$ cat src/rtl/tpg_cfg_ctrl.sv
// Configuration and sequencing controller for the tpg test-pattern generator.
// Shadow timing set written over a valid/ready port, validated on commit, applied atomically.
module tpg_cfg_ctrl #(
    parameter int H_BITS   = 12,
    parameter int V_BITS   = 12,
    parameter int TMO_BITS = 24
) (
    input  logic              clk,
    input  logic              rst_n,
    input  logic              cfg_wr,
    input  logic [3:0]        cfg_addr,
    input  logic [15:0]       cfg_wdata,
    output logic              cfg_rdy,
    input  logic              commit,
    input  logic              enable,
    input  logic              vs_q,
    output logic [H_BITS-1:0] tHS_START,
    output logic [H_BITS-1:0] tHS_END,
    output logic [H_BITS-1:0] tHACT_START,
    output logic [H_BITS-1:0] tHACT_END,
    output logic [H_BITS-1:0] tH_END,
    output logic [V_BITS-1:0] tVS_START,
    output logic [V_BITS-1:0] tVS_END,
    output logic [V_BITS-1:0] tVACT_START,
    output logic [V_BITS-1:0] tVACT_END,
    output logic [H_BITS-1:0] tV_END,
    output logic              tpg_rst_n,
    output logic              busy,
    output logic              cfg_err,
    output logic              tmo,
    output logic [15:0]       frame_cnt
);

    // state   | meaning
    // IDLE    | generator held in reset; accepts commit / enable
    // CHECK   | one cycle: validate the shadow set
    // PENDING | validated set waits for a frame boundary (vs rise), timeout or disable
    // APPLY   | one cycle: load active set, generator held in reset
    // RUN     | generator running, frames counted
    typedef enum logic [2:0] {IDLE, CHECK, PENDING, APPLY, RUN} state_t;

    localparam int VW = (H_BITS > V_BITS) ? H_BITS : V_BITS;
    localparam logic [TMO_BITS-1:0] TMO_ALL = '1;

    state_t state, state_nx;
    logic   ret_run, ret_run_nx;
    logic   act_vld;
    logic   vs_d;
    logic   vs_rise;
    logic   wr_acc;
    logic   chk_ok;
    logic   tmo_hit;
    logic   set_err, clr_err, set_tmo, load_act;
    logic   run_nx, busy_nx;
    logic   unused_wdata;

    logic [TMO_BITS-1:0] tmo_cnt;

    logic [H_BITS-1:0] s_hs_start, s_hs_end, s_hact_start, s_hact_end, s_h_end, s_v_end;
    logic [V_BITS-1:0] s_vs_start, s_vs_end, s_vact_start, s_vact_end;

    assign vs_rise      = vs_q & ~vs_d;
    assign wr_acc       = cfg_wr & cfg_rdy;
    assign tmo_hit      = (tmo_cnt == (TMO_ALL - TMO_BITS'(1)));
    assign unused_wdata = ^cfg_wdata;

    // V_END is H_BITS wide like the tpg port, so vertical compares use a common width.
    assign chk_ok = (s_hs_start < s_hs_end) && (s_hs_end < s_h_end)
                 && (s_hact_start < s_hact_end) && (s_hact_end <= s_h_end)
                 && (s_vs_start < s_vs_end) && (VW'(s_vs_end) <= VW'(s_v_end))
                 && (s_vact_start < s_vact_end) && (VW'(s_vact_end) <= VW'(s_v_end))
                 && (s_h_end != '0) && (s_v_end != '0);

    always_ff @(posedge clk or negedge rst_n) begin
        if (!rst_n) begin
            state   <= IDLE;
            ret_run <= 1'b0;
        end else begin
            state   <= state_nx;
            ret_run <= ret_run_nx;
        end
    end

    always_comb begin
        state_nx   = state;
        ret_run_nx = ret_run;
        set_err    = 1'b0;
        clr_err    = 1'b0;
        set_tmo    = 1'b0;
        load_act   = 1'b0;
        case (state)
            IDLE: begin
                if (commit) begin
                    state_nx   = CHECK;
                    ret_run_nx = 1'b0;
                end else if (enable) begin
                    if (act_vld) state_nx = RUN;
                    else         set_err  = 1'b1;
                end
            end
            CHECK: begin
                if (chk_ok) begin
                    clr_err  = 1'b1;
                    state_nx = ret_run ? PENDING : APPLY;
                end else begin
                    set_err  = 1'b1;
                    state_nx = ret_run ? RUN : IDLE;
                end
            end
            PENDING: begin
                if (!enable || vs_rise) begin
                    state_nx = APPLY;
                end else if (tmo_hit) begin
                    state_nx = APPLY;
                    set_tmo  = 1'b1;
                end
            end
            APPLY: begin
                load_act = 1'b1;
                state_nx = enable ? RUN : IDLE;
            end
            RUN: begin
                if (!enable) begin
                    state_nx = IDLE;
                end else if (commit) begin
                    state_nx   = CHECK;
                    ret_run_nx = 1'b1;
                end
            end
            default: state_nx = IDLE;
        endcase
    end

    // The generator keeps running while a set checked from RUN is in flight.
    always_comb begin
        run_nx  = (state_nx == RUN) || (state_nx == PENDING)
               || ((state_nx == CHECK) && ret_run_nx);
        busy_nx = (state_nx == CHECK) || (state_nx == PENDING) || (state_nx == APPLY);
    end

    always_ff @(posedge clk or negedge rst_n) begin
        if (!rst_n) begin
            tpg_rst_n <= 1'b0;
            busy      <= 1'b0;
            cfg_rdy   <= 1'b1;
            cfg_err   <= 1'b0;
            tmo       <= 1'b0;
            act_vld   <= 1'b0;
            vs_d      <= 1'b0;
            tmo_cnt   <= '0;
            frame_cnt <= '0;
        end else begin
            tpg_rst_n <= run_nx;
            busy      <= busy_nx;
            cfg_rdy   <= ~busy_nx;
            vs_d      <= vs_q;
            if (set_err)      cfg_err <= 1'b1;
            else if (clr_err) cfg_err <= 1'b0;
            if (set_tmo)      tmo <= 1'b1;
            else if (clr_err) tmo <= 1'b0;
            if (load_act)     act_vld <= 1'b1;
            if ((state != PENDING) && (state_nx == PENDING)) tmo_cnt <= '0;
            else if (state == PENDING)                       tmo_cnt <= tmo_cnt + TMO_BITS'(1);
            if ((state == RUN) && vs_rise) frame_cnt <= frame_cnt + 16'd1;
        end
    end

    always_ff @(posedge clk or negedge rst_n) begin
        if (!rst_n) begin
            s_hs_start   <= '0;
            s_hs_end     <= '0;
            s_hact_start <= '0;
            s_hact_end   <= '0;
            s_h_end      <= '0;
            s_vs_start   <= '0;
            s_vs_end     <= '0;
            s_vact_start <= '0;
            s_vact_end   <= '0;
            s_v_end      <= '0;
        end else if (wr_acc) begin
            case (cfg_addr)
                4'd0:    s_hs_start   <= cfg_wdata[H_BITS-1:0];
                4'd1:    s_hs_end     <= cfg_wdata[H_BITS-1:0];
                4'd2:    s_hact_start <= cfg_wdata[H_BITS-1:0];
                4'd3:    s_hact_end   <= cfg_wdata[H_BITS-1:0];
                4'd4:    s_h_end      <= cfg_wdata[H_BITS-1:0];
                4'd5:    s_vs_start   <= cfg_wdata[V_BITS-1:0];
                4'd6:    s_vs_end     <= cfg_wdata[V_BITS-1:0];
                4'd7:    s_vact_start <= cfg_wdata[V_BITS-1:0];
                4'd8:    s_vact_end   <= cfg_wdata[V_BITS-1:0];
                4'd9:    s_v_end      <= cfg_wdata[H_BITS-1:0];
                default: ;
            endcase
        end
    end

    always_ff @(posedge clk or negedge rst_n) begin
        if (!rst_n) begin
            tHS_START   <= '0;
            tHS_END     <= '0;
            tHACT_START <= '0;
            tHACT_END   <= '0;
            tH_END      <= '0;
            tVS_START   <= '0;
            tVS_END     <= '0;
            tVACT_START <= '0;
            tVACT_END   <= '0;
            tV_END      <= '0;
        end else if (load_act) begin
            tHS_START   <= s_hs_start;
            tHS_END     <= s_hs_end;
            tHACT_START <= s_hact_start;
            tHACT_END   <= s_hact_end;
            tH_END      <= s_h_end;
            tVS_START   <= s_vs_start;
            tVS_END     <= s_vs_end;
            tVACT_START <= s_vact_start;
            tVACT_END   <= s_vact_end;
            tV_END      <= s_v_end;
        end
    end

endmodule

$ cat config.mk
export PLATFORM = sky130hd
export DESIGN_NAME = tpg_cfg_ctrl
export DESIGN_NICKNAME = d
export VERILOG_FILES = /design/src/rtl/tpg_cfg_ctrl.sv
export SDC_FILE = /design/constraint.sdc
export NUM_CORES = 1
export LEC_CHECK = 0
export CAP_MARGIN = 0
export CORE_MARGIN = 1.5
export CORE_UTILIZATION = 56
export DETAILED_ROUTE_END_ITERATION = 7
export PLACE_DENSITY = 0.87
export SLEW_MARGIN = 40
export SYNTH_ARGS = -nofsm -noshare
export SYNTH_HDL_FRONTEND = slang
export SYNTH_SLANG_ARGS = --single-unit
$ cat constraint.sdc
create_clock -name clk -period 3 [get_ports clk]
set_input_delay 0.9 -clock clk [delete_from_list [all_inputs] [get_ports clk]]
set_output_delay 0.9 -clock clk [all_outputs]
set_load 0.02 [all_outputs]
After elaboration in Yosys (flattened, before gate mapping) --
Cells that the tools add are included.
Word-level totals: flip-flop bits (word level) 291, latch bits 0, RAM bits 0, ROM bits 0, input bits 26, logic and storage cells 131, memories kept 0
Cells by class: add/subtract/negate cells 2, multipliers 0, div/mod/pow operators 0, magnitude comparators 8, equal/unequal tests 19, shift-type cells 0, multiplexer cells 32, bitwise logic cells 4, reductions and logical operators 35
Operators by type and width (number):
- $lt 12x12->1 | 5
- $mux 24 | 2
- $le 12x12->1 | 3
- $mux 3 | 10
- $add 24x1->24 const B | 1
- $eq 24x24->1 const B | 1
- $reduce_bool 12->1 | 2
- $reduce_and 2->1 | 10
- $mux 1 | 17
- $add 16x1->16 const B | 1
- $eq 4x3->1 const B | 4
- $pmux 3 s5 | 1
- $eq 3x2->1 const B | 4
- $logic_and 1x1->1 | 12
- $eq 4x2->1 const B | 2
- $eq 4x4->1 const B | 2
- $eq 3x1->1 const B | 2
- $eq 3x3->1 const B | 2
- $reduce_bool 2->1 | 3
- $logic_or 1x1->1 | 5
- $eq 4x1->1 const B | 1
- $logic_not 4->1 | 1
- $pmux 1 s2 | 2
- $logic_not 3->1 | 1
- 4 further kinds | 6

Longest topological paths before layout --
depth after elaboration 16, depth in mapped cells 11, gate-level depth less buffers 9

Worst setup path before layout --
No wires, ideal clock.
path type register to register, from register s_hs_start[11], to register tmo_cnt[8], arrival time 2.320 ns, path slack 0.558 ns, cell stages (with the launch flop) 10, buffers on the path 1, path through dfrtp_1 ha_1 a22oi_1 nand2_1 nor3_1 nand4_1 or4_1 and4bb_4 buf_12 o21bai_4
Between the ends: word-level cells in the longest chain between the ends 15
RTL lines:
- start, declared | line 59 | logic [H_BITS-1:0] s_hs_start, s_hs_end, s_hact_start, s_hact_end, s_h_end, s_v_end;
- start signal, assigned | line 182 | 4'd0: s_hs_start <= cfg_wdata[H_BITS-1:0];
- $lt 12x12->1 (*) | line 68 | assign chk_ok = (s_hs_start < s_hs_end) && (s_hs_end < s_h_end)
- $logic_and 1x1->1 (*) | line 68
- $logic_and 1x1->1 (*) (2 in a row) | line 69 | && (s_hact_start < s_hact_end) && (s_hact_end <= s_h_end)
- $logic_and 1x1->1 (*) (2 in a row) | line 70 | && (s_vs_start < s_vs_end) && (VW'(s_vs_end) <= VW'(s_v_end))
- $logic_and 1x1->1 (*) (2 in a row) | line 71 | && (s_vact_start < s_vact_end) && (VW'(s_vact_end) <= VW'(s_v_end))
- $logic_and 1x1->1 (*) (2 in a row) | line 72 | && (s_h_end != '0) && (s_v_end != '0);
- $mux 3 (*) | line 102 | if (chk_ok) begin
- $pmux 3 s5 (*) | line 91 | case (state)
- $eq 3x2->1 (*) | line 162 | if ((state != PENDING) && (state_nx == PENDING)) tmo_cnt <= '0;
- $logic_and 1x1->1 (*) | line 162
- $mux 24 / $reduce_bool 2->1 (equally long branches)
- end signal, assigned | line 163 | else if (state == PENDING) tmo_cnt <= tmo_cnt + TMO_BITS'(1);
- end, declared | line 57 | logic [TMO_BITS-1:0] tmo_cnt;
Mark *: on every way between the ends. The rest lies on a longest branch, timed or not. A chain may end at the register's enable or synchronous reset.

Worst setup path in the final report --
from register s_h_end[1], to register tmo_cnt[6]
Between the ends: word-level cells in the longest chain between the ends 15
RTL lines:
- start, declared | line 59
- start signal, assigned | line 186 | 4'd4: s_h_end <= cfg_wdata[H_BITS-1:0];
- $lt 12x12->1 | line 68
- $logic_and 1x1->1 | line 68
- $logic_and 1x1->1 (2 in a row) | line 69
- $logic_and 1x1->1 (2 in a row) | line 70
- $logic_and 1x1->1 (2 in a row) | line 71
- $logic_and 1x1->1 (*) (2 in a row) | line 72
- $mux 3 (*) | line 102
- $pmux 3 s5 (*) | line 91
- $eq 3x2->1 (*) | line 162
- $logic_and 1x1->1 (*) | line 162
- $mux 24 / $reduce_bool 2->1 (equally long branches)
Marks and branches as above.

==> results.cfg <==
[logic_synthesis]
synth_edf_count = 0
synth_area_um2 = 13500
yosysWarnings = 0
yosys.area_share.simple_pct = 10.4
ys.flop_type = dfrtp_1
synth_adder_area_share_pct = 8.73
yosysUniqueCellTypes = 66
synth_top_family_by_area = multiplexers
synth_compound_area_share_pct = 10.3
synthXorXnorAreaFrac_pct = 1.11
netlist_instances = 1189
muxShareOfSynthArea_pct = 11.4
synth_nets = 1309
ys_async_sr_fraction_pct = 100
synth.avg_cell_area_um2 = 11.3
ys_seq_area_share_pct = 54.1
synth_seq_cells = 291

[floorplan]
ioPinCount = 167
dieArea_um2 = 25000
fp.coreArea_um2 = 23500
fp.dieW_um = 158
fp.dieH_um = 158
start_util_pct = 57.2
num_rows = 56

[clock_network]
cts_root_buf = clkbuf_16
insertion_delay_ns = 0.55
cts.path.max_buffers = 3
clock-sinks = 291
numCtsBuffers = 29
path_clk_slew_ns = 0.06
cts-htree-levels = 1
cts_tree = done

[cells_and_area]
area_growth_pct = 23.1
antennaDiodeCount = 0
top_regs = tmo_cnt (24), frame_cnt (16)
drive_gt1_share_pct = 18.6
nets = 1481
top_register = tmo_cnt
largest_reg_flops = 24

[global_route]
grt_max_degree = 80
grt_pass1_wl_um = 53900
gr-total-overflow = 0
antenna_found_initial = 0
grt_usage_pct = 27.9
first_global_vias = 10100

[drt]
wl_per_cell_um = 20.2
wl_um = 34300
drtAntennaViolNets = 0
avgViaCountPerCell = 5.86
drtPass1Iterations = 5
vias = 9970
drt_iter0_drc = 751
drc_errors = 0

[sta]
relSlewSlack_pct = 45.8
maxSlewViolCount = 0
fmax_mhz = 340
post-route-period-util_pct = 97.9
setup_viol = 0
finClkSkew_ns = 0.0175
tns_ns = 0
tightest_slew_ns = 0.810
rsz0062_at_grt = no
period_needed_ns = 2.94
hold_viol = 0

[setup_path]
critPathCaptureType = flop
crit_path_max_fanout = 10
critPathKind = flop to flop
crit_start = s_h_end[1]
cp_data_required_time_ns = 3.43
worstPathArrival_ns = 3.37
worstReg2RegStart = s_h_end[1]
startpoint_type = flop

[power]
peakVddDrop_mv = 0.605
design_power_total_mw = 15.6
p_sw_mw = 5.74
powerDensity_nw_per_um2 = 941
intPower_mw = 9.87
combPwrFrac_pct = 37.9
seqPwrFrac_pct = 38.7
p_sw_share_pct = 36.8
clkPwrFrac_pct = 23.4
p_leak_nw = 7.67

[job]
max_cap_violations = 0

[placed_design]
hpwl_um = 23700
portBuffers = 162
place.gp.congestion = 0.907

[outcome]
outcome = complete, no violations

[min_path]
holdCritPathClass = input port to asynchronous set/reset pin
==> per-stage QoR <==
| step | instance area [um^2] | cells | util [%] | setup slack, ns | hold WS, ns |
|---|---|---|---|---|---|
| after global routing | 16600 | 1700 | 70.4 | 0.0338 | 0.271 |
| after detailed placement | 15600 | 1648 | 66.3 | 0.0807 | 0.456 |
| after floorplan | 13500 | 1189 | - | 0.558 | 0.436 |
| after global placement | 15600 | 1648 | 66.3 | 0.162 | 0.458 |
| after CTS | 16600 | 1699 | 70.3 | 0.0302 | 0.262 |
| final | 16600 | 1700 | 70.4 | 0.0616 | 0.249 |
==> power groups by stage <==
stage	clock network [mW]	registers, mW	logic [mW]
detailed placement	0	6.04	5.70
CTS	3.68	6.02	5.83
floorplan	0	6.27	3.03
global placement	0	5.97	5.39
finish	3.65	6.04	5.91
global route	3.84	6.16	6.46
==> Yosys cell counts (5+ instances only) <==
cell / number / area, um^2
inv_1: 80 / 300
nand4_1: 22 / 138
nand2b_1: 8 / 50.1
xnor2_1: 13 / 114
buf_1: 12 / 45.0
or3_1: 12 / 75.1
clkbuf_1: 36 / 135
nor4_1: 9 / 56.3
a21o_1: 8 / 60.1
dfrtp_1: 290 / 7260
nor3_1: 8 / 40.0
nand3_1: 24 / 120
a31oi_1: 5 / 31.3
nor2_1: 20 / 75.1
o21ai_2: 18 / 158
a21oi_1: 33 / 165
o21ai_0: 124 / 621
or2_2: 7 / 43.8
nand2_1: 151 / 567
ha_1: 94 / 1180
and3_1: 6 / 37.5
mux2_2: 135 / 1520
==> routing by layer <==
layer	share of wire, %	vias up	GRT usage, %	wire (um)
met5	0	-	0	0
li1	-	4512	-	-
met1	41	4985	37.6	14200
met4	3.4	0	11.1	1180
met3	7.9	78	5.26	2720
met2	47	395	44.9	16300
==> final timing paths <==
path / to / slack [ns] / cells past startpoint
setup reg to reg: tmo_cnt[6] / 0.06 / 10
min in group clk: frame_cnt[15] / 0.46 / 1
max in group asynchronous: tHACT_START[10] / 1.93 / 2
setup / recovery: tmo_cnt[6] / 0.06 / 10
hold / removal: tmo_cnt[9] / 0.25 / 1
hold reg to reg: frame_cnt[15] / 0.46 / 1
==> placed cells by master (no fill, tap or decap), drive strengths merged, types with 22 or more instances in the layout <==
cell / synthesis / layout
ha: 94 / 94
clkdlybuf4s50: 0 / 161
a21oi: 33 / 33
clkbuf: 36 / 41
mux2: 135 / 135
buf: 17 / 33
nand2: 151 / 151
o21ai: 142 / 142
nand3: 24 / 24
nand4: 22 / 22
inv: 80 / 81
dfrtp: 290 / 290
==> layout make-up <==
type / count / area [um^2]
clock buffers: 41 / 851
clock inverters: 10 / 109
fillers: 1602 / 6960
inverters: 80 / 300
multi-input cells: 765 / 5680
flip-flops and latches: 291 / 7280
well taps: 319 / 399
repair buffers: 194 / 1950
==> logic make-up after synthesis <==
logic type | Yosys count
muxes | 136
and+or+nand+nor | 289
xor gates and xnor gates | 17
adders and majority gates | 94
AOI/OAI and AO/OA | 229
DFF | 291
buffers and inverters | 133
==> worst max-delay path, cell delays in order, from the launching register on <==
cell and delay (ns):
dfrtp_1 0.40, inv_1 0.16, ha_1 0.27, nor2b_1 0.14
o211ai_1 0.16, a211oi_1 0.10, a2111oi_1 0.63, o22ai_1 0.25
and4bb_4 0.49, buf_12 0.16, o21ai_2 0.06
==> repair_timing <==
| item | CTS | global route |
|---|---|---|
| gates resized for setup | 0 | 3 |
| endpoints found under the setup margin | 0 | 21 |
| hold buffers | 0 | 0 |
| setup buffers | 0 | 1 |
No activity file was read; power rests on OpenSTA's default activity.
